--- src/rtl/scroll_pkg.sv ---
// Shared constants and the digit-shift helper for the scrolling banner register.
package scroll_pkg;

  localparam logic DIR_LEFT  = 1'b0;
  localparam logic DIR_RIGHT = 1'b1;

  localparam logic [0:0] PAUSE = 1'b0;
  localparam logic [0:0] RUN   = 1'b1;

  // Widest digit string the helper supports (W*N must not exceed this).
  localparam int unsigned SCROLL_MAXB = 256;

  typedef logic [SCROLL_MAXB-1:0] scroll_vec_t;

  // One-digit shift of a w*n-bit string held in the low bits of data.
  // blank carries the fill digit in its low w bits.
  function automatic scroll_vec_t shift_digits(
    input scroll_vec_t data,
    input logic        dir,
    input logic        rot,
    input scroll_vec_t blank,
    input int unsigned w,
    input int unsigned n
  );
    scroll_vec_t all_ones;
    scroll_vec_t tmask;
    scroll_vec_t wmask;
    scroll_vec_t d;
    scroll_vec_t fill;
    scroll_vec_t res;
    int unsigned total;
    total    = w * n;
    all_ones = '1;
    tmask    = ~(all_ones << total);
    wmask    = ~(all_ones << w);
    d        = data & tmask;
    if (dir == DIR_RIGHT) begin
      fill = (rot ? d : blank) & wmask;
      res  = (d >> w) | (fill << (total - w));
    end else begin
      fill = (rot ? (d >> (total - w)) : blank) & wmask;
      res  = (d << w) | fill;
    end
    return res & tmask;
  endfunction

endpackage

--- src/rtl/scroll_prescaler.sv ---
// Scroll-rate prescaler: ticks when the count reaches the live period, then restarts.
module scroll_prescaler
  import scroll_pkg::*;
#(
  parameter int unsigned PW = 16
) (
  input  logic          clk,
  input  logic          reset,
  input  logic          i_enable,
  input  logic          i_clear,
  input  logic [PW-1:0] i_period,
  output logic          o_tick
);

  logic [PW-1:0] r_cnt;
  logic          w_tick;

  // >= so that lowering the period below the current count fires at once.
  assign w_tick = i_enable & (r_cnt >= i_period);
  assign o_tick = w_tick;

  always_ff @(posedge clk or posedge reset) begin
    if (reset) begin
      r_cnt <= '0;
    end else if (i_clear) begin
      r_cnt <= '0;
    end else if (i_enable) begin
      if (w_tick) r_cnt <= '0;
      else        r_cnt <= r_cnt + PW'(1);
    end
  end

endmodule

--- src/rtl/scroll_digit_register.sv ---
// N-digit scrolling banner register: parallel load, serial push, timed or stepped shifts.
module scroll_digit_register
  import scroll_pkg::*;
#(
  parameter int unsigned W     = 4,
  parameter int unsigned N     = 6,
  parameter int unsigned PW    = 16,
  parameter logic [W-1:0] BLANK = '0
) (
  input  logic           clk,
  input  logic           reset,
  input  logic [W*N-1:0] data_in,
  input  logic           write,
  input  logic           push_valid,
  input  logic [W-1:0]   push_digit,
  output logic           push_ready,
  input  logic           start,
  input  logic           pause,
  input  logic           step,
  input  logic           set_left,
  input  logic           set_right,
  input  logic           rotate,
  input  logic [PW-1:0]  period,
  output logic [W*N-1:0] data_out,
  output logic           running,
  output logic           wrap
);

  localparam int unsigned DW   = W * N;
  localparam int unsigned POSW = $clog2(N);
  localparam logic [POSW-1:0] LAST_POS = POSW'(N - 1);

  logic [0:0]      r_state;
  logic            r_dir;
  logic [DW-1:0]   r_data;
  logic [POSW-1:0] r_pos;
  logic            r_wrap;

  logic [0:0]    w_state_nxt;
  logic          w_push_fire;
  logic          w_load;
  logic          w_enter_run;
  logic          w_leave_run;
  logic          w_shift_req;
  logic          w_do_shift;
  logic          w_pre_clear;
  logic          w_tick;
  logic          w_last_pos;
  logic [DW-1:0] w_shifted;

  scroll_prescaler #(
    .PW (PW)
  ) u_prescaler (
    .clk      (clk),
    .reset    (reset),
    .i_enable (r_state == RUN),
    .i_clear  (w_pre_clear),
    .i_period (period),
    .o_tick   (w_tick)
  );

  always_comb begin
    w_push_fire = push_valid & ~write;
    w_load      = write | w_push_fire;
    w_enter_run = (r_state == PAUSE) & start & ~pause;
    w_leave_run = (r_state == RUN) & pause;
    w_shift_req = (r_state == PAUSE) ? step : (~pause & w_tick);
    // A load or push on the same edge drops the shift rather than deferring it.
    w_do_shift  = w_shift_req & ~w_load;
    w_pre_clear = w_load | w_enter_run | w_leave_run;
    w_last_pos  = (r_pos == LAST_POS);
    w_shifted   = DW'(shift_digits(SCROLL_MAXB'(r_data), r_dir, rotate,
                                   SCROLL_MAXB'(BLANK), W, N));
    w_state_nxt = r_state;
    if (w_enter_run)      w_state_nxt = RUN;
    else if (w_leave_run) w_state_nxt = PAUSE;
  end

  always_ff @(posedge clk or posedge reset) begin
    if (reset) begin
      r_state <= PAUSE;
      r_dir   <= DIR_RIGHT;
      r_data  <= '0;
      r_pos   <= '0;
      r_wrap  <= 1'b0;
    end else begin
      r_state <= w_state_nxt;
      if (set_left)       r_dir <= DIR_LEFT;
      else if (set_right) r_dir <= DIR_RIGHT;

      if (write)            r_data <= data_in;
      else if (w_push_fire) r_data <= {r_data[DW-W-1:0], push_digit};
      else if (w_do_shift)  r_data <= w_shifted;

      if (w_load || w_enter_run)  r_pos <= '0;
      else if (w_do_shift)        r_pos <= w_last_pos ? '0 : r_pos + POSW'(1);

      r_wrap <= w_do_shift & w_last_pos;
    end
  end

  assign push_ready = ~write;
  assign data_out   = r_data;
  assign running    = (r_state == RUN);
  assign wrap       = r_wrap;

endmodule

--- config.mk ---
export PLATFORM = sky130hd
export DESIGN_NAME = scroll_digit_register
export DESIGN_NICKNAME = d
export VERILOG_FILES = /design/src/rtl/scroll_pkg.sv /design/src/rtl/scroll_prescaler.sv /design/src/rtl/scroll_digit_register.sv
export SDC_FILE = /design/constraint.sdc
export NUM_CORES = 1
export LEC_CHECK = 0
export ABC_AREA = 1
export BUFFER_PORTS_ARGS = -buffer_cell sky130_fd_sc_hd__buf_2
export CAP_MARGIN = 20
export CORE_ASPECT_RATIO = 0.7
export CORE_MARGIN = 2
export CORE_UTILIZATION = 49
export CTS_CLUSTER_DIAMETER = 30
export DETAILED_ROUTE_END_ITERATION = 8
export GPL_TIMING_DRIVEN = 0
export PLACE_DENSITY = 0.77
export REMOVE_ABC_BUFFERS = 1
export SETUP_SLACK_MARGIN = 0.4
export SLEW_MARGIN = 20
export SYNTH_ARGS = -nofsm -noshare
export SYNTH_HDL_FRONTEND = slang
export SYNTH_SLANG_ARGS = --single-unit
--- constraint.sdc ---
create_clock -name clk -period 1.9 [get_ports clk]
set_clock_uncertainty 0.2 [all_clocks]
set_input_delay 0.38 -clock clk [delete_from_list [all_inputs] [get_ports clk]]
set_output_delay 0.38 -clock clk [all_outputs]
set_load 0.05 [all_outputs]
==> run_results.csv <==
group,metric,value,unit
setup_path,critical-path-top-delay-family,"simple AND/OR/NAND/NOR gates",
place,place_ws,-1.12,ns
setup_path,cp-startpoint,"u_prescaler.r_cnt[6]",
timing,slew_headroom,0.539,
setup_path,worstSetupPathType,"reg -> reg",
routing,first_pass_iters,5,
timing,max_freq,446,MHz
logic_synthesis,synth_top_family_by_area,"simple AND/OR/NAND/NOR gates",
clock_network,clk_latency,0.31,ns
timing,finalHoldViolations,0,
clock_network,cts_root_buffer,"clkbuf_8",
layout,drive_gt1_frac,0.340,
clock_network,cts.clk_slew.worst_paths,0.08,ns
pwr,vdd_ir_drop_max,369,µV
logic_synthesis,netlist_area,3210,µm²
timing,timing.final.ws_setup,-0.342,ns
logic_synthesis,post-synth-top-count-cell,"nand2_1",
logic_synthesis,yosysTopAreaCellShare,0.351,
die,num_rows,24,
routing,drc,0,
grt,grt_first_pass_wirelength,15800,µm
layout,nNetsFinal,634,
routing,drt_iter0_drc,266,
routing,vias,3467,
die,die_area,7230,µm²
setup_path,critPathMaxStageDelay,0.43,ns
pwr,powerDensity,663,nW/µm²
clock_network,numCtsBuffers,5,
logic_synthesis,synth.mux.area_fraction,0,
setup_path,crit_chain,"ha_1 -> nand2_1 -> inv_2 -> nand2_1 -> nand2_1 -> nor2_2 -> nand2_1 -> nand2_1 -> nand2_2 -> nand2_4 -> nand3_4 -> buf_4 -> nor3_2",
setup_path,worstPathRequired,1.91,ns
die,start_util,0.512,
logic_synthesis,yosysSeqAreaShare,0.359,
grt,grt_pass1_vias,3415,
die,core-area,6280,µm²
grt,grt_overflow_total,0,
routing,via_per_inst,5.40,
setup_path,ff2ff_setup_slack,-0.34,ns
timing,worst_slew_pin_slew,0.689,ns
logic_synthesis,async_flop_share,1.00,
logic_synthesis,synthTopCellsByCount,"nand2_1 (139), inv_1 (51), dfrtp_1 (45), o21ai_0 (37), nor2_1 (31)",
grt,grt_max_degree,33,
place,io_buffers,80,
pwr,finalPower,2.96,mW
logic_synthesis,synth_compound_area_frac,0.0986,
layout,fillCellCount,481,
routing,detail-route-antenna-nets,0,
setup_path,r2r_start,"u_prescaler.r_cnt[6]",
place,dp.final_hpwl,5670,µm
setup_path,crit_fanout,11,
clock_network,cts_tree,"built",
timing,fin_crit_sh,1.18,
setup_path,critPathBufInv,2,
logic_synthesis,synth.avg_cell_area,7.21,µm²
grt,antenna_found_initial,0,
min_path,hold_start,"pause",
status,violations,"setup timing",
die,die_w,101,µm
logic_synthesis,synthAdderAreaFrac,0.0663,
setup_path,critPathLaunchType,"register",
timing,setup_violations,44,
routing,wire_per_inst,15.2,µm
logic_synthesis,synthXorXnorAreaFrac,0.0164,
logic_synthesis,ys_top_cells_by_area,"dfrtp_1 (35%), nand2_1 (16%), ha_1 (6.6%)",
routing,drt-total-wl,9780,µm
clock_network,numClockSinks,46,
logic_synthesis,synth_edf_count,0,
clock_network,htreeDepth,2,
timing,tns,-11.72,ns
timing,period_needed,2.24,ns
layout,antenna_cells,0,
setup_path,path_common_cell,"nand2_1",
logic_synthesis,synth-simple-area-share,0.360,
min_path,min_path_type,"in -> reg",
logic_synthesis,synth.largest_area_cell,"dfrtp_1",
grt,track_usage,0.277,
timing,rsz0062_at_grt,"yes",
die,ioPinCount,81,
flow_run,cap_viol_max_count,0,
logic_synthesis,ys_seq_elements,46,
timing,finalMaxSlewViolations,0,
logic_synthesis,synth_cell_types,31,
layout,area_delta_synth_final,39.2,%
pwr,leakage,2.32,nW
setup_path,arrival,2.25,ns
place,gp_congestion,0.842,
status,outcome,"finished, violations left",
logic_synthesis,syn_inst,445,
die,die_h,71.7,µm
logic_synthesis,ys.flop_type,"dfrtp_1",
clock_network,clk_path_buf_depth,2,
logic_synthesis,ys_warn_count,0,
setup_path,end_kind,"register",
setup_path,critPathSlowestCell,"dfrtp_1",
[final cells by class]
| type | instances | area [µm²] | area share |
|---|---|---|---|
| timing repair buffer | 125 | 981 | 0.219 |
| clock inverter | 1 | 5.00 | 0.00112 |
| inverter | 55 | 220 | 0.0493 |
| sequential | 46 | 1150 | 0.258 |
| clock buffer | 7 | 86.3 | 0.0193 |
| tap | 78 | 97.6 | 0.0218 |
| multi-input combinational | 330 | 1930 | 0.431 |
[worst reg2reg max path: cells and delay by family, from the launching register on]
family                   cells  cell delay [ns]
adder cells (fa/ha/maj)      1             0.29
buffers and inverters        2             0.26
flip-flops                   1             0.43
AND/OR/NAND/NOR             10             0.98
[where the power goes]
| group | switching [mW] | total (mW) | internal (mW) | leakage (nW) |
|---|---|---|---|---|
| logic | 0.729 | 1.19 | 0.459 | 1.68 |
| clock network | 0.341 | 0.636 | 0.294 | 0.0482 |
| registers | 0.0777 | 1.14 | 1.06 | 0.590 |
| total | 1.15 | 2.96 | 1.81 | 2.32 |
[per-stage QoR]
step / hold WS (ns) / cell area (µm²) / utilization / instances
floorplan: 0.213 / 3100 / - / 428
global placement: 0.303 / 3600 / 0.573 / 586
detailed placement: 0.163 / 3650 / 0.581 / 588
CTS: 0.0740 / 4340 / 0.691 / 630
global route: 0.115 / 4470 / 0.712 / 642
finish: 0.103 / 4470 / 0.712 / 642
[worst paths after layout]
check,to,cells past startpoint
hold reg to reg,r_pos[1],2
setup / recovery,u_prescaler.r_cnt[13],13
min in group asynchronous,data_out[14],3
max in group asynchronous,data_out[8],4
hold / removal,running,2
setup reg to reg,u_prescaler.r_cnt[13],13
[registers in the layout (all words and copies together) (netlist names)]
register	cells
data_out	24
r_dir	1
r_pos	3
running	1
u_prescaler.r_cnt	16
wrap	1
[cell usage in the layout, fill, tap and decap left out, drive strengths merged, types with 3 or more instances in the layout]
master	instances
nor3	7
inv	54
a31oi	9
a21oi	11
nand3	44
clkbuf	7
nor3b	3
nor2	35
ha	17
nand4	6
o21ai	41
buf	123
nand2	150
xor2	5
dfrtp	45
[repair_timing]
item / 4_1_cts / 5_1_grt
endpoints found under the setup margin: 71 / 60
gates resized for setup: 76 / 12
buffers inserted: 29 / 12
pin swaps: 8 / 2
hold buffers: 2 / 0
cloned: 3 / 0
endpoints found under the hold margin: 14 / 0
[cells by family after synthesis]
kind of cell / count (synthesis)
AO/OA/AOI/OAI: 61
flip-flops: 46
XOR/XNOR: 6
adder cells (fa/ha/maj): 17
AND/OR/NAND/NOR: 243
buffers and inverters: 72
[per-layer routing]
metal,GRT usage,up-vias,wire [µm]
met1,0.363,1621,4170
met4,0.0913,0,163
li1,-,1666,-
met3,0.0546,20,691
met5,0,-,0
met2,0.463,160,4760
Power figures use the tool's default switching activity.
